[src/rtl/fb_pkg.sv]
// Shared types and constants for the framebuffer arbiter/responder slice.
package fb_pkg;

  localparam int FB_WORD_W    = 16;
  localparam int FB_ADDR_W    = 15;
  localparam int FB_VGA_BURST = 4;

  typedef enum logic [1:0] {
    ST_IDLE   = 2'd0,
    ST_VGA_RD = 2'd1,
    ST_CPU_RD = 2'd2,
    ST_ACK    = 2'd3
  } fb_state_e;

  // Byte-lane merge used by both the RAM write path and the last-word cache.
  function automatic logic [FB_WORD_W-1:0] fb_merge_bytes(
    input logic [FB_WORD_W-1:0] old_word,
    input logic [FB_WORD_W-1:0] new_word,
    input logic [1:0]           be
  );
    logic [FB_WORD_W-1:0] merged;
    merged = old_word;
    if (be[0]) merged[7:0]  = new_word[7:0];
    if (be[1]) merged[15:8] = new_word[15:8];
    return merged;
  endfunction

endpackage

[src/rtl/fb_arbiter_responder_if.sv]
// Bus bundle between the VGA/CPU requesters, the responder and the framebuffer RAM.
interface fb_arbiter_responder_if #(
  parameter int ADDR_W = fb_pkg::FB_ADDR_W
);
  import fb_pkg::*;

  logic                 fb_access;
  logic [15:0]          fb_address;
  logic                 fb_ack;
  logic [FB_WORD_W-1:0] fb_data;

  logic                 cpu_access;
  logic                 cpu_wr_en;
  logic [1:0]           cpu_bytesel;
  logic [15:0]          cpu_address;
  logic [FB_WORD_W-1:0] cpu_wr_data;
  logic [FB_WORD_W-1:0] cpu_rd_data;
  logic                 cpu_ack;

  logic [ADDR_W-1:0]    ram_addr;
  logic                 ram_wr_en;
  logic [1:0]           ram_be;
  logic [FB_WORD_W-1:0] ram_wdata;
  logic [FB_WORD_W-1:0] ram_rdata;

  modport slave (
    input  fb_access, fb_address,
    input  cpu_access, cpu_wr_en, cpu_bytesel, cpu_address, cpu_wr_data,
    input  ram_rdata,
    output fb_ack, fb_data, cpu_rd_data, cpu_ack,
    output ram_addr, ram_wr_en, ram_be, ram_wdata
  );

  modport master (
    output fb_access, fb_address,
    output cpu_access, cpu_wr_en, cpu_bytesel, cpu_address, cpu_wr_data,
    output ram_rdata,
    input  fb_ack, fb_data, cpu_rd_data, cpu_ack,
    input  ram_addr, ram_wr_en, ram_be, ram_wdata
  );

endinterface

[src/rtl/fb_last_word_cache.sv]
// One-entry VGA last-word cache: tag compare, refill from RAM reads, byte-merge on CPU writes.
// Instantiated by fb_arbiter_responder only when FB_ARBITER_LAST_WORD_EN is defined.
module fb_last_word_cache
  import fb_pkg::*;
#(
  parameter int ADDR_W = FB_ADDR_W
) (
  input  logic                 clk,
  input  logic                 reset,
  input  logic [ADDR_W-1:0]    i_lookup_addr,
  output logic                 o_hit,
  output logic [FB_WORD_W-1:0] o_data,
  input  logic                 i_refill,
  input  logic [ADDR_W-1:0]    i_refill_addr,
  input  logic [FB_WORD_W-1:0] i_refill_data,
  input  logic                 i_wr,
  input  logic [ADDR_W-1:0]    i_wr_addr,
  input  logic [1:0]           i_wr_be,
  input  logic [FB_WORD_W-1:0] i_wr_data
);

  logic                 r_valid;
  logic [ADDR_W-1:0]    r_tag;
  logic [FB_WORD_W-1:0] r_data;

  assign o_hit  = r_valid && (r_tag == i_lookup_addr);
  assign o_data = r_data;

  always_ff @(posedge clk) begin
    // NOTE: non-blocking assignments so every register samples pre-edge values.
    if (reset)         r_valid <= 1'b0;
    else if (i_refill) r_valid <= 1'b1;
  end

  // NOTE: tag and data carry no reset; they are ignored until a refill sets r_valid.
  always_ff @(posedge clk) begin
    if (i_refill) begin
      r_tag  <= i_refill_addr;
      r_data <= i_refill_data;
    end else if (i_wr && r_valid && (r_tag == i_wr_addr)) begin
      r_data <= fb_merge_bytes(r_data, i_wr_data, i_wr_be);
    end
  end

endmodule

[src/rtl/fb_arbiter_responder.sv]
// Shares one single-port framebuffer RAM between the VGA read path (priority) and CPU reads/writes.
// Optional FB_ARBITER_LAST_WORD_EN adds a one-entry VGA last-word cache.
module fb_arbiter_responder
  import fb_pkg::*;
#(
  parameter int ADDR_W    = FB_ADDR_W,
  parameter int VGA_BURST = FB_VGA_BURST
) (
  input  logic                  clk,
  input  logic                  reset,
  fb_arbiter_responder_if.slave bus
);

  localparam int CNT_W = $clog2(VGA_BURST + 1);
  localparam logic [CNT_W-1:0] BURST_MAX = CNT_W'(VGA_BURST);

  localparam logic [1:0] IDLE   = ST_IDLE;
  localparam logic [1:0] VGA_RD = ST_VGA_RD;
  localparam logic [1:0] CPU_RD = ST_CPU_RD;
  localparam logic [1:0] ACK    = ST_ACK;

  logic [1:0]           r_state;
  logic [CNT_W-1:0]     r_burst;
  logic                 r_fb_ack;
  logic                 r_cpu_ack;
  logic [FB_WORD_W-1:0] r_fb_data;
  logic [FB_WORD_W-1:0] r_cpu_rd_data;

  logic                 w_idle;
  logic                 w_cpu_turn;
  logic                 w_vga_turn;
  logic                 w_vga_grant;
  logic                 w_vga_hit;
  logic                 w_vga_ram;
  logic                 w_cpu_grant;
  logic                 w_cpu_wr;
  logic [FB_WORD_W-1:0] w_cache_data;
  logic [ADDR_W-1:0]    w_fb_addr;
  logic [ADDR_W-1:0]    w_cpu_addr;

  assign w_fb_addr  = bus.fb_address[ADDR_W-1:0];
  assign w_cpu_addr = bus.cpu_address[ADDR_W-1:0];

  // CPU wins when alone, or when VGA has used its whole burst while the CPU waited.
  assign w_cpu_turn  = bus.cpu_access && (!bus.fb_access || (r_burst == BURST_MAX));
  assign w_vga_turn  = bus.fb_access && !w_cpu_turn;
  assign w_idle      = (r_state == IDLE) && !reset;
  assign w_vga_grant = w_idle && w_vga_turn;
  assign w_vga_ram   = w_vga_grant && !w_vga_hit;
  assign w_cpu_grant = w_idle && w_cpu_turn;
  assign w_cpu_wr    = w_cpu_grant && bus.cpu_wr_en;

`ifdef FB_ARBITER_LAST_WORD_EN
  logic              w_cache_hit;
  logic [ADDR_W-1:0] r_req_addr;

  always_ff @(posedge clk) begin
    if (w_vga_ram) r_req_addr <= w_fb_addr;
  end

  fb_last_word_cache #(.ADDR_W(ADDR_W)) u_cache (
    .clk           (clk),
    .reset         (reset),
    .i_lookup_addr (w_fb_addr),
    .o_hit         (w_cache_hit),
    .o_data        (w_cache_data),
    .i_refill      (r_state == VGA_RD),
    .i_refill_addr (r_req_addr),
    .i_refill_data (bus.ram_rdata),
    .i_wr          (w_cpu_wr),
    .i_wr_addr     (w_cpu_addr),
    .i_wr_be       (bus.cpu_bytesel),
    .i_wr_data     (bus.cpu_wr_data)
  );

  assign w_vga_hit = w_vga_grant && w_cache_hit;
`else
  assign w_vga_hit    = 1'b0;
  assign w_cache_data = '0;
`endif

  always_comb begin
    // NOTE: every output gets a default first so no path leaves one unassigned (no latches).
    bus.ram_addr  = w_cpu_turn ? w_cpu_addr : w_fb_addr;
    bus.ram_wr_en = 1'b0;
    bus.ram_be    = 2'b00;
    bus.ram_wdata = '0;
    if (w_cpu_wr) begin
      bus.ram_wr_en = 1'b1;
      bus.ram_be    = bus.cpu_bytesel;
      bus.ram_wdata = bus.cpu_wr_data;
    end
  end

  always_ff @(posedge clk) begin
    if (reset) begin
      r_burst <= '0;
    end else if (r_state == IDLE) begin
      if (!bus.cpu_access || w_cpu_grant) r_burst <= '0;
      else if (w_vga_ram)                 r_burst <= r_burst + 1'b1;
    end
  end

  always_ff @(posedge clk) begin
    if (reset) begin
      r_state       <= IDLE;
      r_fb_ack      <= 1'b0;
      r_cpu_ack     <= 1'b0;
      r_fb_data     <= '0;
      r_cpu_rd_data <= '0;
    end else begin
      case (r_state)
        IDLE: begin
          if (w_vga_hit) begin
            r_fb_data <= w_cache_data;
            r_fb_ack  <= 1'b1;
            r_state   <= ACK;
          end else if (w_vga_ram) begin
            r_state <= VGA_RD;
          end else if (w_cpu_wr) begin
            r_cpu_ack <= 1'b1;
            r_state   <= ACK;
          end else if (w_cpu_grant) begin
            r_state <= CPU_RD;
          end
        end
        VGA_RD: begin
          r_fb_data <= bus.ram_rdata;
          r_fb_ack  <= 1'b1;
          r_state   <= ACK;
        end
        CPU_RD: begin
          r_cpu_rd_data <= bus.ram_rdata;
          r_cpu_ack     <= 1'b1;
          r_state       <= ACK;
        end
        default: begin
          r_fb_ack  <= 1'b0;
          r_cpu_ack <= 1'b0;
          r_state   <= IDLE;
        end
      endcase
    end
  end

  assign bus.fb_ack      = r_fb_ack;
  assign bus.fb_data     = r_fb_data;
  assign bus.cpu_ack     = r_cpu_ack;
  assign bus.cpu_rd_data = r_cpu_rd_data;

endmodule

[src/flat_wrapper.sv]
// flat-port wrapper written by rule: the top's interface ports become plain ports
module fb_arbiter_responder_flat import fb_pkg::*;
#(
  parameter int ADDR_W    = FB_ADDR_W,
  parameter int VGA_BURST = FB_VGA_BURST
)
  (clk, reset, bus_fb_access, bus_fb_address, bus_cpu_access, bus_cpu_wr_en, bus_cpu_bytesel, bus_cpu_address, bus_cpu_wr_data, bus_ram_rdata, bus_fb_ack, bus_fb_data, bus_cpu_rd_data, bus_cpu_ack, bus_ram_addr, bus_ram_wr_en, bus_ram_be, bus_ram_wdata);
  fb_arbiter_responder_if #(.ADDR_W(ADDR_W)) bus_i ();
  input  logic clk;
  input  logic reset;
  input wire logic [$bits(bus_i.fb_access)-1:0] bus_fb_access;
  input wire logic [$bits(bus_i.fb_address)-1:0] bus_fb_address;
  input wire logic [$bits(bus_i.cpu_access)-1:0] bus_cpu_access;
  input wire logic [$bits(bus_i.cpu_wr_en)-1:0] bus_cpu_wr_en;
  input wire logic [$bits(bus_i.cpu_bytesel)-1:0] bus_cpu_bytesel;
  input wire logic [$bits(bus_i.cpu_address)-1:0] bus_cpu_address;
  input wire logic [$bits(bus_i.cpu_wr_data)-1:0] bus_cpu_wr_data;
  input wire logic [$bits(bus_i.ram_rdata)-1:0] bus_ram_rdata;
  output wire logic [$bits(bus_i.fb_ack)-1:0] bus_fb_ack;
  output wire logic [$bits(bus_i.fb_data)-1:0] bus_fb_data;
  output wire logic [$bits(bus_i.cpu_rd_data)-1:0] bus_cpu_rd_data;
  output wire logic [$bits(bus_i.cpu_ack)-1:0] bus_cpu_ack;
  output wire logic [$bits(bus_i.ram_addr)-1:0] bus_ram_addr;
  output wire logic [$bits(bus_i.ram_wr_en)-1:0] bus_ram_wr_en;
  output wire logic [$bits(bus_i.ram_be)-1:0] bus_ram_be;
  output wire logic [$bits(bus_i.ram_wdata)-1:0] bus_ram_wdata;
  assign bus_i.fb_access = bus_fb_access;
  assign bus_i.fb_address = bus_fb_address;
  assign bus_i.cpu_access = bus_cpu_access;
  assign bus_i.cpu_wr_en = bus_cpu_wr_en;
  assign bus_i.cpu_bytesel = bus_cpu_bytesel;
  assign bus_i.cpu_address = bus_cpu_address;
  assign bus_i.cpu_wr_data = bus_cpu_wr_data;
  assign bus_i.ram_rdata = bus_ram_rdata;
  assign bus_fb_ack = bus_i.fb_ack;
  assign bus_fb_data = bus_i.fb_data;
  assign bus_cpu_rd_data = bus_i.cpu_rd_data;
  assign bus_cpu_ack = bus_i.cpu_ack;
  assign bus_ram_addr = bus_i.ram_addr;
  assign bus_ram_wr_en = bus_i.ram_wr_en;
  assign bus_ram_be = bus_i.ram_be;
  assign bus_ram_wdata = bus_i.ram_wdata;
  fb_arbiter_responder #(.ADDR_W(ADDR_W), .VGA_BURST(VGA_BURST)) u_core (.clk(clk), .reset(reset), .bus(bus_i));
endmodule
[config.mk]
export PLATFORM = sky130hd
export DESIGN_NAME = fb_arbiter_responder_flat
export DESIGN_NICKNAME = d
export VERILOG_FILES = /design/src/rtl/fb_pkg.sv /design/src/rtl/fb_arbiter_responder_if.sv /design/src/rtl/fb_last_word_cache.sv /design/src/rtl/fb_arbiter_responder.sv /design/src/flat_wrapper.sv
export SDC_FILE = /design/constraint.sdc
export NUM_CORES = 1
export LEC_CHECK = 0
export ABC_CLOCK_PERIOD_IN_PS = 2090
export BUFFER_PORTS_ARGS = -buffer_cell sky130_fd_sc_hd__buf_4
export CORE_ASPECT_RATIO = 1.25
export CORE_MARGIN = 2
export CORE_UTILIZATION = 37
export CTS_CLUSTER_DIAMETER = 80
export DETAILED_ROUTE_END_ITERATION = 10
export PLACE_DENSITY = 0.82
export SLEW_MARGIN = 20
export SYNTH_ARGS = -nofsm -noshare
export SYNTH_HDL_FRONTEND = slang
export SYNTH_SLANG_ARGS = --single-unit
export TNS_END_PERCENT = 20
[constraint.sdc]
create_clock -name clk -period 2.09 [get_ports clk]
set_input_delay 0.627 -clock clk [delete_from_list [all_inputs] [get_ports clk]]
set_output_delay 0.627 -clock clk [all_outputs]
set_load 0.01 [all_outputs]
* Word-level counts from Yosys, hierarchy flattened
Cells that the tools add are included.
Widths: inputs -> output; s select.
** Storage, ports and cells
- Output and inout port bits :: 68
- Input port bits :: 71
- Flip-flop bits (word level) :: 39
- Logic and storage cells :: 46
** Operators by class
- Muxes and demuxes :: 14
- Reduce and logical (&&, ||, !) cells :: 18
- Eq/ne operators :: 6
- Bitwise logic cells :: 1
- Add/subtract/negate cells :: 1
** Operators by type and width (count)
- $mux 16 :: 1
- $mux 15 :: 1
- $mux 2 :: 4
- $logic_and 1x1->1 :: 6
- $mux 3 :: 2
- $logic_not 1->1 :: 4
- $ne 4x1->1 const B :: 1
- $pmux 2 s2 :: 1
- $reduce_or 2->1 :: 2
- $add 3x1->3 const B :: 1
- $eq 3x3->1 const B :: 1
- $mux 1 :: 3
- $pmux 1 s3 :: 1
- $reduce_and 3->1 :: 1
- $eq 2x1->1 const B :: 1
- $eq 2x2->1 const B :: 1
- $logic_not 2->1 :: 1
- $logic_or 1x1->1 :: 2
- $ne 2x1->1 const B :: 1
- $ne 2x2->1 const B :: 1
- $pmux 1 s2 :: 1
- $reduce_and 2->1 :: 1
- $reduce_bool 2->1 :: 1
- $not 1->1 :: 1

* Depth between registers and ports, before layout
Gate-level depths: netlist of run 1.
- Depth after elaboration :: 8
- Mapped depth :: 7

* Worst setup path before layout of run 1
Ideal clock, no wire load.
- Kind :: register to output
- Start :: reg u_core.r_burst[0]
- End :: out bus_ram_addr[0]
- Stages on the path, launching flop included :: 7
- Arrival :: 1.497 ns
- Buffers on the path :: 1
- Data required time :: 1.463 ns
- Path slack :: -0.034 ns
- Path through :: dfxtp_1 inv_1 ha_1 a21bo_4 nand2_2 buf_6 mux2_2
** On the way
- Longest elaborated chain between the ends :: 4
** Ends and longest elaborated chain
- from (decl) :: RTL line fb_arbiter_responder.sv:23 : logic [CNT_W-1:0] r_burst;
- from (signal assigned) :: RTL line fb_arbiter_responder.sv:100 : else if (w_vga_ram) r_burst <= r_burst + 1'b1;
- $eq 3x3->1 :: RTL line fb_arbiter_responder.sv:45 : assign w_cpu_turn = bus.cpu_access && (!bus.fb_access || (r_burst == BURST_MAX));
- $logic_or 1x1->1 :: RTL line fb_arbiter_responder.sv:45
- $logic_and 1x1->1 :: RTL line fb_arbiter_responder.sv:45
- $mux 15 :: RTL line fb_arbiter_responder.sv:84 : bus.ram_addr = w_cpu_turn ? w_cpu_addr : w_fb_addr;
- to (decl) :: RTL line flat_wrapper.sv:23 : output wire logic [$bits(bus_i.ram_addr)-1:0] bus_ram_addr;
Every way passes these cells.

* Final worst setup path of run 1
- Start :: reg u_core.r_burst[0]
- End :: out bus_ram_addr[9]
Same word-level chain as after synthesis.

==> results of run 1 <==
## worst max-delay path by stage
stage                                 end         startpoint  slack [ps]
after floorplan           bus_ram_addr[0]      bus_fb_access          20
after global placement    bus_ram_addr[9]      bus_fb_access        -210
after detailed placement  bus_ram_addr[9]      bus_fb_access        -220
after CTS                 bus_ram_addr[9]  u_core.r_burst[0]        -220
after global routing      bus_ram_addr[9]  u_core.r_burst[1]        -250
final                     bus_ram_addr[9]  u_core.r_burst[0]        -210
## cell usage after synthesis (all sizes together), types with 2 or more instances
library cell  instances  area (sq um)
a21oi                 2          10.0
and2                 18           135
buf                  11          75.1
clkbuf                2          7.51
dfxtp                39           781
ha                    6          75.1
inv                   6          22.5
mux2                 15           169
mux2i                32           320
nand2                 6          25.0
nand3                 3          15.0
nand4                 2          12.5
nor2                 37           139
nor2b                 2          12.5
o311ai                2          17.5
## registers in the layout, indices dropped and copies added, names as in the netlist
signal                  count
u_core.bus.cpu_rd_data     16
u_core.bus.fb_data         16
u_core.r_burst              3
u_core.r_state              2
u_core.bus.cpu_ack          1
u_core.bus.fb_ack           1
## worst min-delay path, delay by kind of cell, from the launching register on
kind / cells / cell delay [ps]
DFF: 1 / 320
AOI/OAI and AO/OA: 2 / 130
## area by class of cell
| cell class | instances | area, sq um |
|---|---|---|
| Inverter | 6 | 22.5 |
| Clock buffer | 6 | 72.6 |
| Tap cell | 62 | 77.6 |
| Fill cell | 413 | 1710 |
| Timing Repair Buffer | 147 | 1200 |
| Sequential cell | 39 | 783 |
| Multi-Input combinational cell | 141 | 1170 |
## timing repair
item                                    4_1_cts  5_1_grt
resized for setup                            50        2
cloned                                        3        0
setup buffers                                 0        0
endpoints found under the setup margin       34       34
hold endpoints to repair                      0        0
pin swaps                                    13        2
## stage by stage
stage	cells	hold WS, ps	worst slack [ps]	instance area (sq um)
2_1_floorplan	196	471	21.2	1940
3_3_place_gp	392	466	-210	3040
3_5_place_dp	392	481	-215	3040
4_1_cts	401	495	-218	3320
5_1_grt	401	524	-251	3330
6_report	401	501	-211	3330
## kinds of logic (layout without fill, tap and decap cells)
| logic type | after synthesis | in the layout | share of synthesized area (%) |
|---|---|---|---|
| adders and majority gates | 6 | 6 | 3.89 |
| DFF | 39 | 39 | 40.5 |
| and+or+nand+nor | 72 | 75 | 19.2 |
| buffers and inverters | 19 | 159 | 5.45 |
| muxes | 47 | 47 | 25.4 |
| AOI/OAI and AO/OA | 13 | 13 | 5.64 |
## power groups by stage
stage                     combinational (mW)  sequential (mW)  clock [mW]
after floorplan                        0.628             1.08           0
after global placement                  1.19             1.02           0
after detailed placement                1.22             1.03           0
after CTS                               1.29             1.02       0.474
after global routing                    1.40             1.03       0.499
final                                   1.29             1.02       0.472
## routing by layer
layer	share of wire (%)	vias to the layer above	GRT usage [%]
li1	-	953	-
met4	1.1	0	6.55
met3	17	6	13.4
met5	0	-	0
met2	47	131	41.3
met1	35	930	26.7
==> run_summary.xml, run 1 <==
<?xml version="1.0" encoding="UTF-8"?>
<metrics>
  <group name="global_route">
    <metric name="grt_start_max_net_pins" unit="">41</metric>
    <metric name="grt_pass1_wl" unit="um">10500</metric>
    <metric name="grt_usage" unit="%">24.8</metric>
    <metric name="number_of_global_route_vias_before_repair" unit="">1992</metric>
    <metric name="grt.overflow.total" unit="">0</metric>
    <metric name="antenna_found_initial" unit="">0</metric>
  </group>
  <group name="floorplanning">
    <metric name="vertical_die_dimension" unit="um">84.7</metric>
    <metric name="initial_utilization" unit="%">38.3</metric>
    <metric name="placeableCoreArea" unit="sq um">5040</metric>
    <metric name="die_area" unit="sq um">5810</metric>
    <metric name="number_of_core_rows" unit="">29</metric>
    <metric name="fp.dieW" unit="um">68.6</metric>
    <metric name="number_of_i_o_pins" unit="">139</metric>
  </group>
  <group name="logic_synthesis">
    <metric name="synth-async-reset-ratio" unit="%">0</metric>
    <metric name="yosys_warnings" unit="">0</metric>
    <metric name="synthCells" unit="">196</metric>
    <metric name="syn_std_cell_area" unit="sq um">1930</metric>
    <metric name="synth_edf_count" unit="">0</metric>
    <metric name="synth_seq_cells" unit="">39</metric>
    <metric name="synthesis.nets" unit="">273</metric>
    <metric name="ys_dominant_reg_cell" unit="">sky130_fd_sc_hd__dfxtp_1</metric>
    <metric name="synth_area_per_cell" unit="sq um">9.84</metric>
    <metric name="synth.yosys.seq_area_share" unit="%">40.5</metric>
    <metric name="post_synth_num_cell_types" unit="">33</metric>
  </group>
  <group name="worst_setup_path">
    <metric name="worst-path-stages" unit="">6</metric>
    <metric name="setup.reg_to_reg.worst_slack" unit="ps">550</metric>
    <metric name="worstPathCellList" unit="">inv_2 -&gt; ha_4 -&gt; a21bo_4 -&gt; nand2_8 -&gt; mux2_4 -&gt; buf_6</metric>
    <metric name="startpoint_type" unit="">flip-flop</metric>
    <metric name="crit_family" unit="">flip-flops</metric>
    <metric name="arrival" unit="ps">1670</metric>
    <metric name="critical_path.n_buffers_inverters" unit="">2</metric>
    <metric name="largest_stage_delay_on_the_critical_path" unit="ps">340</metric>
    <metric name="critical_path_type" unit="">reg -&gt; out</metric>
    <metric name="cpMaxStageDelayCell" unit="">sky130_fd_sc_hd__dfxtp_2</metric>
    <metric name="r2r-end" unit="">u_core.r_state[0]</metric>
    <metric name="crit_path_max_fanout" unit="">8</metric>
    <metric name="ff2ff_path_depth" unit="">6</metric>
    <metric name="timing.critical_path.to_type" unit="">output pin</metric>
    <metric name="cp_data_required_time" unit="ps">1460</metric>
    <metric name="worst_r2r_startpoint" unit="">u_core.r_state[0]</metric>
  </group>
  <group name="sta">
    <metric name="fraction_of_the_cycle_the_final_worst_path_needs" unit="%">110</metric>
    <metric name="grt_setup_unrepaired" unit="">true</metric>
    <metric name="final-hold-violation-count" unit="">0</metric>
    <metric name="fin_setup_tns" unit="ps">-5610</metric>
    <metric name="setup_ws_final" unit="ps">-211</metric>
    <metric name="max_slew_margin" unit="%">72.5</metric>
    <metric name="post-route-min-period" unit="ps">2300</metric>
    <metric name="worst_slew_pin_slew" unit="ps">413</metric>
    <metric name="achievable-frequency" unit="MHz">435</metric>
    <metric name="report.final.slew_viol_count" unit="">0</metric>
    <metric name="final-setup-viol-count" unit="">34</metric>
    <metric name="clock_skew" unit="ps">4.28</metric>
  </group>
  <group name="drt">
    <metric name="drt-vias-per-instance" unit="">5.04</metric>
    <metric name="drc_errors" unit="">0</metric>
    <metric name="routed_wirelength" unit="um">7270</metric>
    <metric name="wire_per_inst" unit="um">18.1</metric>
    <metric name="dr.pass1.iters" unit="">4</metric>
    <metric name="dr.first_iter.drc_count" unit="">53</metric>
    <metric name="routed-via-count" unit="">2020</metric>
    <metric name="drt.antenna.violating_nets" unit="">0</metric>
  </group>
  <group name="power_and_ir_drop">
    <metric name="share_comb_of_total_power" unit="%">46.3</metric>
    <metric name="cellLeakagePower" unit="nW">1.63</metric>
    <metric name="report.power.total" unit="mW">2.78</metric>
    <metric name="seq_power_share" unit="%">36.7</metric>
    <metric name="internal-power" unit="mW">1.81</metric>
    <metric name="p_sw_share" unit="%">34.7</metric>
    <metric name="net-switching-power" unit="mW">0.963</metric>
    <metric name="clock_power_share" unit="%">17.0</metric>
    <metric name="peak_supply_drop" unit="uV">694</metric>
    <metric name="pwr_density_cell" unit="nW/um^2">833</metric>
  </group>
  <group name="worst_hold_path">
    <metric name="hold_path_class" unit="">reg -&gt; reg</metric>
    <metric name="hold_depth" unit="">2</metric>
    <metric name="worstHoldStart" unit="">u_core.bus.fb_ack</metric>
    <metric name="timing.hold.worst_endpoint" unit="">u_core.bus.fb_ack</metric>
  </group>
  <group name="place">
    <metric name="io_buffers" unit="">136</metric>
    <metric name="dpl.hpwl" unit="um">5420</metric>
    <metric name="globalplace.congestion" unit="">0.784</metric>
  </group>
  <group name="cts">
    <metric name="clock_sink_count" unit="">39</metric>
    <metric name="tritoncts" unit="">yes</metric>
    <metric name="cts_buffers" unit="">5</metric>
    <metric name="clock_tree.htree_level_count" unit="">2</metric>
    <metric name="ctsHoldBuffers" unit="">0</metric>
    <metric name="cts_root_buffer" unit="">sky130_fd_sc_hd__clkbuf_8</metric>
    <metric name="clk_path_buf_depth" unit="">2</metric>
    <metric name="worstSkewPairLatency" unit="ps">290</metric>
    <metric name="path_clk_slew" unit="ps">70</metric>
  </group>
  <group name="final_layout">
    <metric name="mostFrequentLayoutCells" unit="">sky130_fd_sc_hd__buf_4, sky130_fd_sc_hd__nor2_1, sky130_fd_sc_hd__dfxtp_1</metric>
    <metric name="final_common_cell" unit="">sky130_fd_sc_hd__buf_4</metric>
    <metric name="antenna-diode-count" unit="">0</metric>
    <metric name="drive_above_1_share" unit="%">56.3</metric>
    <metric name="final_net_count" unit="">417</metric>
    <metric name="final_util" unit="%">66.1</metric>
    <metric name="areaGrowthSynthToFinish" unit="%">72.7</metric>
  </group>
  <group name="run">
    <metric name="maxCapViolCount" unit="">0</metric>
  </group>
  <group name="run_status">
    <metric name="failed_checks" unit="">setup timing</metric>
    <metric name="outcome" unit="">finished with violations</metric>
  </group>
</metrics>
No activity file was read; power rests on OpenSTA's default activity.
==> inputs of run 2 (changes only) <==
--- a/config.mk
+++ b/config.mk
@@ -12,6 +12,7 @@
 export CORE_UTILIZATION = 37
 export CTS_CLUSTER_DIAMETER = 80
 export DETAILED_ROUTE_END_ITERATION = 10
+export MAX_ROUTING_LAYER = met4
 export PLACE_DENSITY = 0.82
 export SLEW_MARGIN = 20
 export SYNTH_ARGS = -nofsm -noshare
==> run_summary.xml, run 2 (synthesized netlist as in run 1, its figures left out) <==
<?xml version="1.0" encoding="UTF-8"?>
<metrics>
  <group name="worst_setup_path">
    <metric name="crit_path_max_fanout" unit="">8</metric>
    <metric name="worstPathCellList" unit="">inv_2 -&gt; ha_4 -&gt; a21bo_4 -&gt; nand2_8 -&gt; mux2_4 -&gt; buf_6</metric>
    <metric name="crit_family" unit="">flip-flops</metric>
    <metric name="largest_stage_delay_on_the_critical_path" unit="ps">340</metric>
    <metric name="timing.critical_path.to_type" unit="">output pin</metric>
    <metric name="cp_data_required_time" unit="ps">1460</metric>
    <metric name="critical_path.n_buffers_inverters" unit="">2</metric>
    <metric name="arrival" unit="ps">1680</metric>
    <metric name="critical_path_type" unit="">reg -&gt; out</metric>
    <metric name="cpMaxStageDelayCell" unit="">sky130_fd_sc_hd__dfxtp_2</metric>
    <metric name="startpoint_type" unit="">flip-flop</metric>
  </group>
  <group name="floorplanning">
    <metric name="number_of_core_rows" unit="">29</metric>
    <metric name="vertical_die_dimension" unit="um">84.7</metric>
    <metric name="placeableCoreArea" unit="sq um">5040</metric>
    <metric name="fp.dieW" unit="um">68.6</metric>
    <metric name="number_of_i_o_pins" unit="">139</metric>
    <metric name="initial_utilization" unit="%">38.3</metric>
    <metric name="die_area" unit="sq um">5810</metric>
  </group>
  <group name="drt">
    <metric name="drc_errors" unit="">0</metric>
    <metric name="drt-vias-per-instance" unit="">5.03</metric>
    <metric name="routed-via-count" unit="">2019</metric>
    <metric name="wire_per_inst" unit="um">18.1</metric>
    <metric name="routed_wirelength" unit="um">7280</metric>
    <metric name="dr.first_iter.drc_count" unit="">50</metric>
    <metric name="dr.pass1.iters" unit="">4</metric>
    <metric name="drt.antenna.violating_nets" unit="">0</metric>
  </group>
  <group name="power_and_ir_drop">
    <metric name="seq_power_share" unit="%">36.7</metric>
    <metric name="net-switching-power" unit="mW">0.962</metric>
    <metric name="clock_power_share" unit="%">17.0</metric>
    <metric name="internal-power" unit="mW">1.81</metric>
    <metric name="pwr_density_cell" unit="nW/um^2">834</metric>
    <metric name="p_sw_share" unit="%">34.7</metric>
    <metric name="peak_supply_drop" unit="uV">697</metric>
    <metric name="share_comb_of_total_power" unit="%">46.3</metric>
    <metric name="cellLeakagePower" unit="nW">1.63</metric>
  </group>
  <group name="final_layout">
    <metric name="fillerInstances" unit="">412</metric>
    <metric name="mostFrequentLayoutCells" unit="">sky130_fd_sc_hd__buf_4, sky130_fd_sc_hd__nor2_1, sky130_fd_sc_hd__dfxtp_1</metric>
    <metric name="final_net_count" unit="">417</metric>
    <metric name="antenna-diode-count" unit="">0</metric>
    <metric name="areaGrowthSynthToFinish" unit="%">72.5</metric>
    <metric name="final_common_cell" unit="">sky130_fd_sc_hd__buf_4</metric>
    <metric name="drive_above_1_share" unit="%">56.3</metric>
    <metric name="final_util" unit="%">66.0</metric>
  </group>
  <group name="cts">
    <metric name="post_cts_buffers" unit="">0</metric>
    <metric name="tritoncts" unit="">yes</metric>
    <metric name="clock_sink_count" unit="">39</metric>
    <metric name="cts_buffers" unit="">5</metric>
    <metric name="path_clk_slew" unit="ps">70</metric>
    <metric name="clock_tree.htree_level_count" unit="">2</metric>
    <metric name="cts_root_buffer" unit="">sky130_fd_sc_hd__clkbuf_8</metric>
    <metric name="clk_path_buf_depth" unit="">2</metric>
    <metric name="worstSkewPairLatency" unit="ps">290</metric>
  </group>
  <group name="sta">
    <metric name="fin_setup_tns" unit="ps">-5620</metric>
    <metric name="final-hold-violation-count" unit="">0</metric>
    <metric name="post-route-min-period" unit="ps">2300</metric>
    <metric name="achievable-frequency" unit="MHz">434</metric>
    <metric name="max_slew_margin" unit="%">71.7</metric>
    <metric name="grt_setup_unrepaired" unit="">true</metric>
    <metric name="setup_ws_final" unit="ps">-212</metric>
    <metric name="worst_slew_pin_slew" unit="ps">424</metric>
    <metric name="clock_skew" unit="ps">6.10</metric>
    <metric name="report.final.slew_viol_count" unit="">0</metric>
    <metric name="fraction_of_the_cycle_the_final_worst_path_needs" unit="%">110</metric>
    <metric name="final-setup-viol-count" unit="">34</metric>
  </group>
  <group name="place">
    <metric name="dpl.hpwl" unit="um">5420</metric>
    <metric name="globalplace.congestion" unit="">0.794</metric>
    <metric name="io_buffers" unit="">136</metric>
    <metric name="place_worst_setup_slack" unit="ps">-215</metric>
  </group>
  <group name="run_status">
    <metric name="outcome" unit="">finished with violations</metric>
    <metric name="failed_checks" unit="">setup timing</metric>
  </group>
  <group name="run">
    <metric name="maxCapViolCount" unit="">0</metric>
  </group>
  <group name="global_route">
    <metric name="antenna_found_initial" unit="">0</metric>
    <metric name="grt_start_max_net_pins" unit="">41</metric>
    <metric name="number_of_global_route_vias_before_repair" unit="">1998</metric>
    <metric name="grt_usage" unit="%">25.6</metric>
    <metric name="grt_pass1_wl" unit="um">10500</metric>
    <metric name="grt.overflow.total" unit="">0</metric>
  </group>
  <group name="worst_hold_path">
    <metric name="hold_path_class" unit="">reg -&gt; reg</metric>
  </group>
</metrics>
## run 2: changes by cell type in the layout (fill, tap and decap cells not counted)
| cell | delta |
|---|---|
| sky130_fd_sc_hd__buf_4 | +1 |
| sky130_fd_sc_hd__buf_6 | -1 |
## run 2: timing repair
item / CTS / global route
gates resized for setup: 50 / 1
setup endpoints to repair: 34 / 34
gates cloned: 3 / 0
hold endpoints to repair: 0 / 0
hold buffers: 0 / 0
pin swaps: 13 / 2
## run 2: area by class of cell
class	instances	area, sq um	share of cell area, %
multi-input combinational	141	1170	35.3
sequential	39	783	23.5
inverter	6	22.5	0.677
timing repair buffer	147	1200	36.0
clock buffer	6	72.6	2.18
tap	62	77.6	2.33
## run 2: path summary, 6_finish.rpt
kind / from / end / slack (ps) / cells past startpoint
hold reg to reg: u_core.bus.fb_ack / u_core.bus.fb_ack / 500 / 2
setup / recovery: u_core.r_burst[0] / bus_ram_addr[9] / -210 / 6
setup reg to reg: u_core.r_state[0] / u_core.r_state[1] / 540 / 6
hold / removal: u_core.bus.fb_ack / u_core.bus.fb_ack / 500 / 2
## run 2: tightest hold or removal path: stages, from the launching register on
cell                      delay, ps
sky130_fd_sc_hd__dfxtp_1        320
sky130_fd_sc_hd__o21ai_0         70
sky130_fd_sc_hd__a21oi_1         70
## run 2: stage by stage
step                hold slack, ps  cell area, sq um  std cells  power (mW)
global route                   524              3330        401        2.93
detailed placement             481              3040        392        2.25
global placement               466              3040        392        2.21
finish                         500              3330        401        2.78
floorplan                      471              1940        196        1.71
CTS                            495              3320        401        2.78
## run 2: per-layer routing
metal | GRT usage, % | routed length (um)
met1 | 28.0 | 2670
met2 | 41.3 | 3410
met3 | 11.7 | 1140
met4 | 6.55 | 68
met5 | - | 0
## run 2: power groups by stage
stage	combinational [mW]	sequential [mW]	clock, mW
6_report	1.28	1.02	0.472
5_1_grt	1.40	1.03	0.499
4_1_cts	1.29	1.02	0.474
3_5_place_dp	1.22	1.03	0
3_3_place_gp	1.19	1.02	0
2_1_floorplan	0.628	1.08	0
==> inputs of run 3 (changes only) <==
--- a/config.mk
+++ b/config.mk
@@ -13,7 +13,8 @@
 export CTS_CLUSTER_DIAMETER = 80
 export DETAILED_ROUTE_END_ITERATION = 10
 export MAX_ROUTING_LAYER = met4
-export PLACE_DENSITY = 0.82
+export PLACE_DENSITY = 0.8
+export SETUP_SLACK_MARGIN = 0.4
 export SLEW_MARGIN = 20
 export SYNTH_ARGS = -nofsm -noshare
 export SYNTH_HDL_FRONTEND = slang
==> run_summary.xml, run 3 (synthesized netlist as in run 1, its figures left out) <==
<?xml version="1.0" encoding="UTF-8"?>
<metrics>
  <group name="sta">
    <metric name="final-setup-viol-count" unit="">34</metric>
    <metric name="report.final.slew_viol_count" unit="">0</metric>
    <metric name="grt_setup_unrepaired" unit="">true</metric>
    <metric name="setup_ws_final" unit="ps">-178</metric>
    <metric name="final-hold-violation-count" unit="">0</metric>
    <metric name="post-route-min-period" unit="ps">2270</metric>
    <metric name="achievable-frequency" unit="MHz">441</metric>
    <metric name="fraction_of_the_cycle_the_final_worst_path_needs" unit="%">109</metric>
    <metric name="clock_skew" unit="ps">6.37</metric>
    <metric name="holdWs" unit="ps">479</metric>
    <metric name="worst_slew_pin_slew" unit="ps">498</metric>
    <metric name="max_slew_margin" unit="%">66.8</metric>
  </group>
  <group name="worst_setup_path">
    <metric name="timing.critical_path.to_type" unit="">output pin</metric>
    <metric name="arrival" unit="ps">1640</metric>
    <metric name="startpoint_type" unit="">flip-flop</metric>
    <metric name="crit_path_max_fanout" unit="">8</metric>
    <metric name="cp_data_required_time" unit="ps">1460</metric>
    <metric name="critical_path_type" unit="">reg -&gt; out</metric>
  </group>
  <group name="power_and_ir_drop">
    <metric name="cellLeakagePower" unit="nW">1.63</metric>
    <metric name="peak_supply_drop" unit="uV">723</metric>
    <metric name="pwr_density_cell" unit="nW/um^2">865</metric>
  </group>
  <group name="final_layout">
    <metric name="mostFrequentLayoutCells" unit="">sky130_fd_sc_hd__buf_4, sky130_fd_sc_hd__nor2_1, sky130_fd_sc_hd__dfxtp_1</metric>
    <metric name="final_util" unit="%">66.0</metric>
    <metric name="drive_above_1_share" unit="%">56.3</metric>
    <metric name="areaGrowthSynthToFinish" unit="%">72.5</metric>
    <metric name="final_net_count" unit="">417</metric>
    <metric name="antenna-diode-count" unit="">0</metric>
    <metric name="final_common_cell" unit="">sky130_fd_sc_hd__buf_4</metric>
  </group>
  <group name="floorplanning">
    <metric name="number_of_i_o_pins" unit="">139</metric>
    <metric name="vertical_die_dimension" unit="um">84.7</metric>
    <metric name="placeableCoreArea" unit="sq um">5040</metric>
    <metric name="number_of_core_rows" unit="">29</metric>
    <metric name="die_area" unit="sq um">5810</metric>
    <metric name="fp.dieW" unit="um">68.6</metric>
    <metric name="initial_utilization" unit="%">38.3</metric>
  </group>
  <group name="global_route">
    <metric name="grt_usage" unit="%">23.9</metric>
    <metric name="number_of_global_route_vias_before_repair" unit="">2066</metric>
    <metric name="grt_start_max_net_pins" unit="">41</metric>
    <metric name="grt.overflow.total" unit="">0</metric>
    <metric name="grt_pass1_wl" unit="um">9970</metric>
    <metric name="antenna_found_initial" unit="">0</metric>
  </group>
  <group name="drt">
    <metric name="dr.pass1.iters" unit="">4</metric>
    <metric name="drc_errors" unit="">0</metric>
    <metric name="routed_wirelength" unit="um">6730</metric>
    <metric name="drt.antenna.violating_nets" unit="">0</metric>
    <metric name="dr.first_iter.drc_count" unit="">70</metric>
    <metric name="routed-via-count" unit="">1993</metric>
    <metric name="wire_per_inst" unit="um">16.7</metric>
    <metric name="drt-vias-per-instance" unit="">4.95</metric>
  </group>
  <group name="place">
    <metric name="dpl.hpwl" unit="um">5070</metric>
    <metric name="io_buffers" unit="">136</metric>
    <metric name="globalplace.congestion" unit="">0.768</metric>
    <metric name="place_worst_setup_slack" unit="ps">-242</metric>
  </group>
  <group name="cts">
    <metric name="clk_path_buf_depth" unit="">2</metric>
    <metric name="clock_tree.htree_level_count" unit="">2</metric>
    <metric name="cts_root_buffer" unit="">sky130_fd_sc_hd__clkbuf_8</metric>
    <metric name="post_cts_buffers" unit="">0</metric>
    <metric name="tritoncts" unit="">yes</metric>
    <metric name="path_clk_slew" unit="ps">70</metric>
    <metric name="worstSkewPairLatency" unit="ps">280</metric>
    <metric name="cts_buffers" unit="">5</metric>
    <metric name="clock_sink_count" unit="">39</metric>
  </group>
  <group name="run_status">
    <metric name="failed_checks" unit="">setup timing</metric>
    <metric name="outcome" unit="">finished with violations</metric>
  </group>
  <group name="worst_hold_path">
    <metric name="hold_path_class" unit="">reg -&gt; reg</metric>
  </group>
  <group name="run">
    <metric name="maxCapViolCount" unit="">0</metric>
  </group>
</metrics>
-- run 3: repair_timing --
| action | in CTS | in global routing |
|---|---|---|
| cloned | 2 | 0 |
| pin swaps | 4 | 2 |
| resized for setup | 27 | 3 |
| hold buffers | 0 | 0 |
| setup endpoints to repair | 34 | 37 |
-- run 3: critical path, cell delays in order (launching register included) --
cell                      delay, ps
sky130_fd_sc_hd__dfxtp_2        330
sky130_fd_sc_hd__inv_2           40
sky130_fd_sc_hd__ha_4           150
sky130_fd_sc_hd__a21bo_4        260
sky130_fd_sc_hd__nand2_8        130
sky130_fd_sc_hd__mux2_4         320
sky130_fd_sc_hd__buf_6          120
-- run 3: metrics by stage --
stage	cell area, sq um	std cells	power (mW)	TNS [ps]
after floorplan	1980	196	1.72	0
after global placement	3090	393	2.26	-4900
after detailed placement	3090	393	2.29	-5150
after CTS	3320	403	2.90	-5920
after global routing	3330	403	3.07	-6740
final	3330	403	2.88	-4940
-- run 3: per-layer routing --
metal	wire length, um	vias up	part of all wire, %	track usage, %
met5	0	-	0	-
met4	80	0	1.2	7.45
met3	1160	4	17	13.9
met2	3210	117	48	39.4
met1	2280	915	34	22.7
li1	-	957	-	-
-- run 3: power breakdown --
part | switching, mW | total, mW | internal, mW
clock | 0.251 | 0.551 | 0.300
sequential | 0.0975 | 1.01 | 0.911
combinational | 0.608 | 1.32 | 0.712
-- run 3: worst paths after layout --
kind                     start                end  slack, ps  depth (start not counted)
max reg2reg  u_core.r_state[0]  u_core.r_state[1]        570                          6
min          u_core.bus.fb_ack  u_core.bus.fb_ack        480                          2
max          u_core.r_burst[1]    bus_ram_addr[8]       -180                          6
min reg2reg  u_core.bus.fb_ack  u_core.bus.fb_ack        480                          2
-- run 3: area by class of cell --
| cell class | count | area (sq um) |
|---|---|---|
| clock buffer | 7 | 96.3 |
| clock inverter | 1 | 7.51 |
| fill | 424 | 1720 |
| inverter | 6 | 22.5 |
| multi-input combinational | 140 | 1160 |
| sequential | 39 | 783 |
| tap | 62 | 77.6 |
| timing repair buffer | 148 | 1180 |
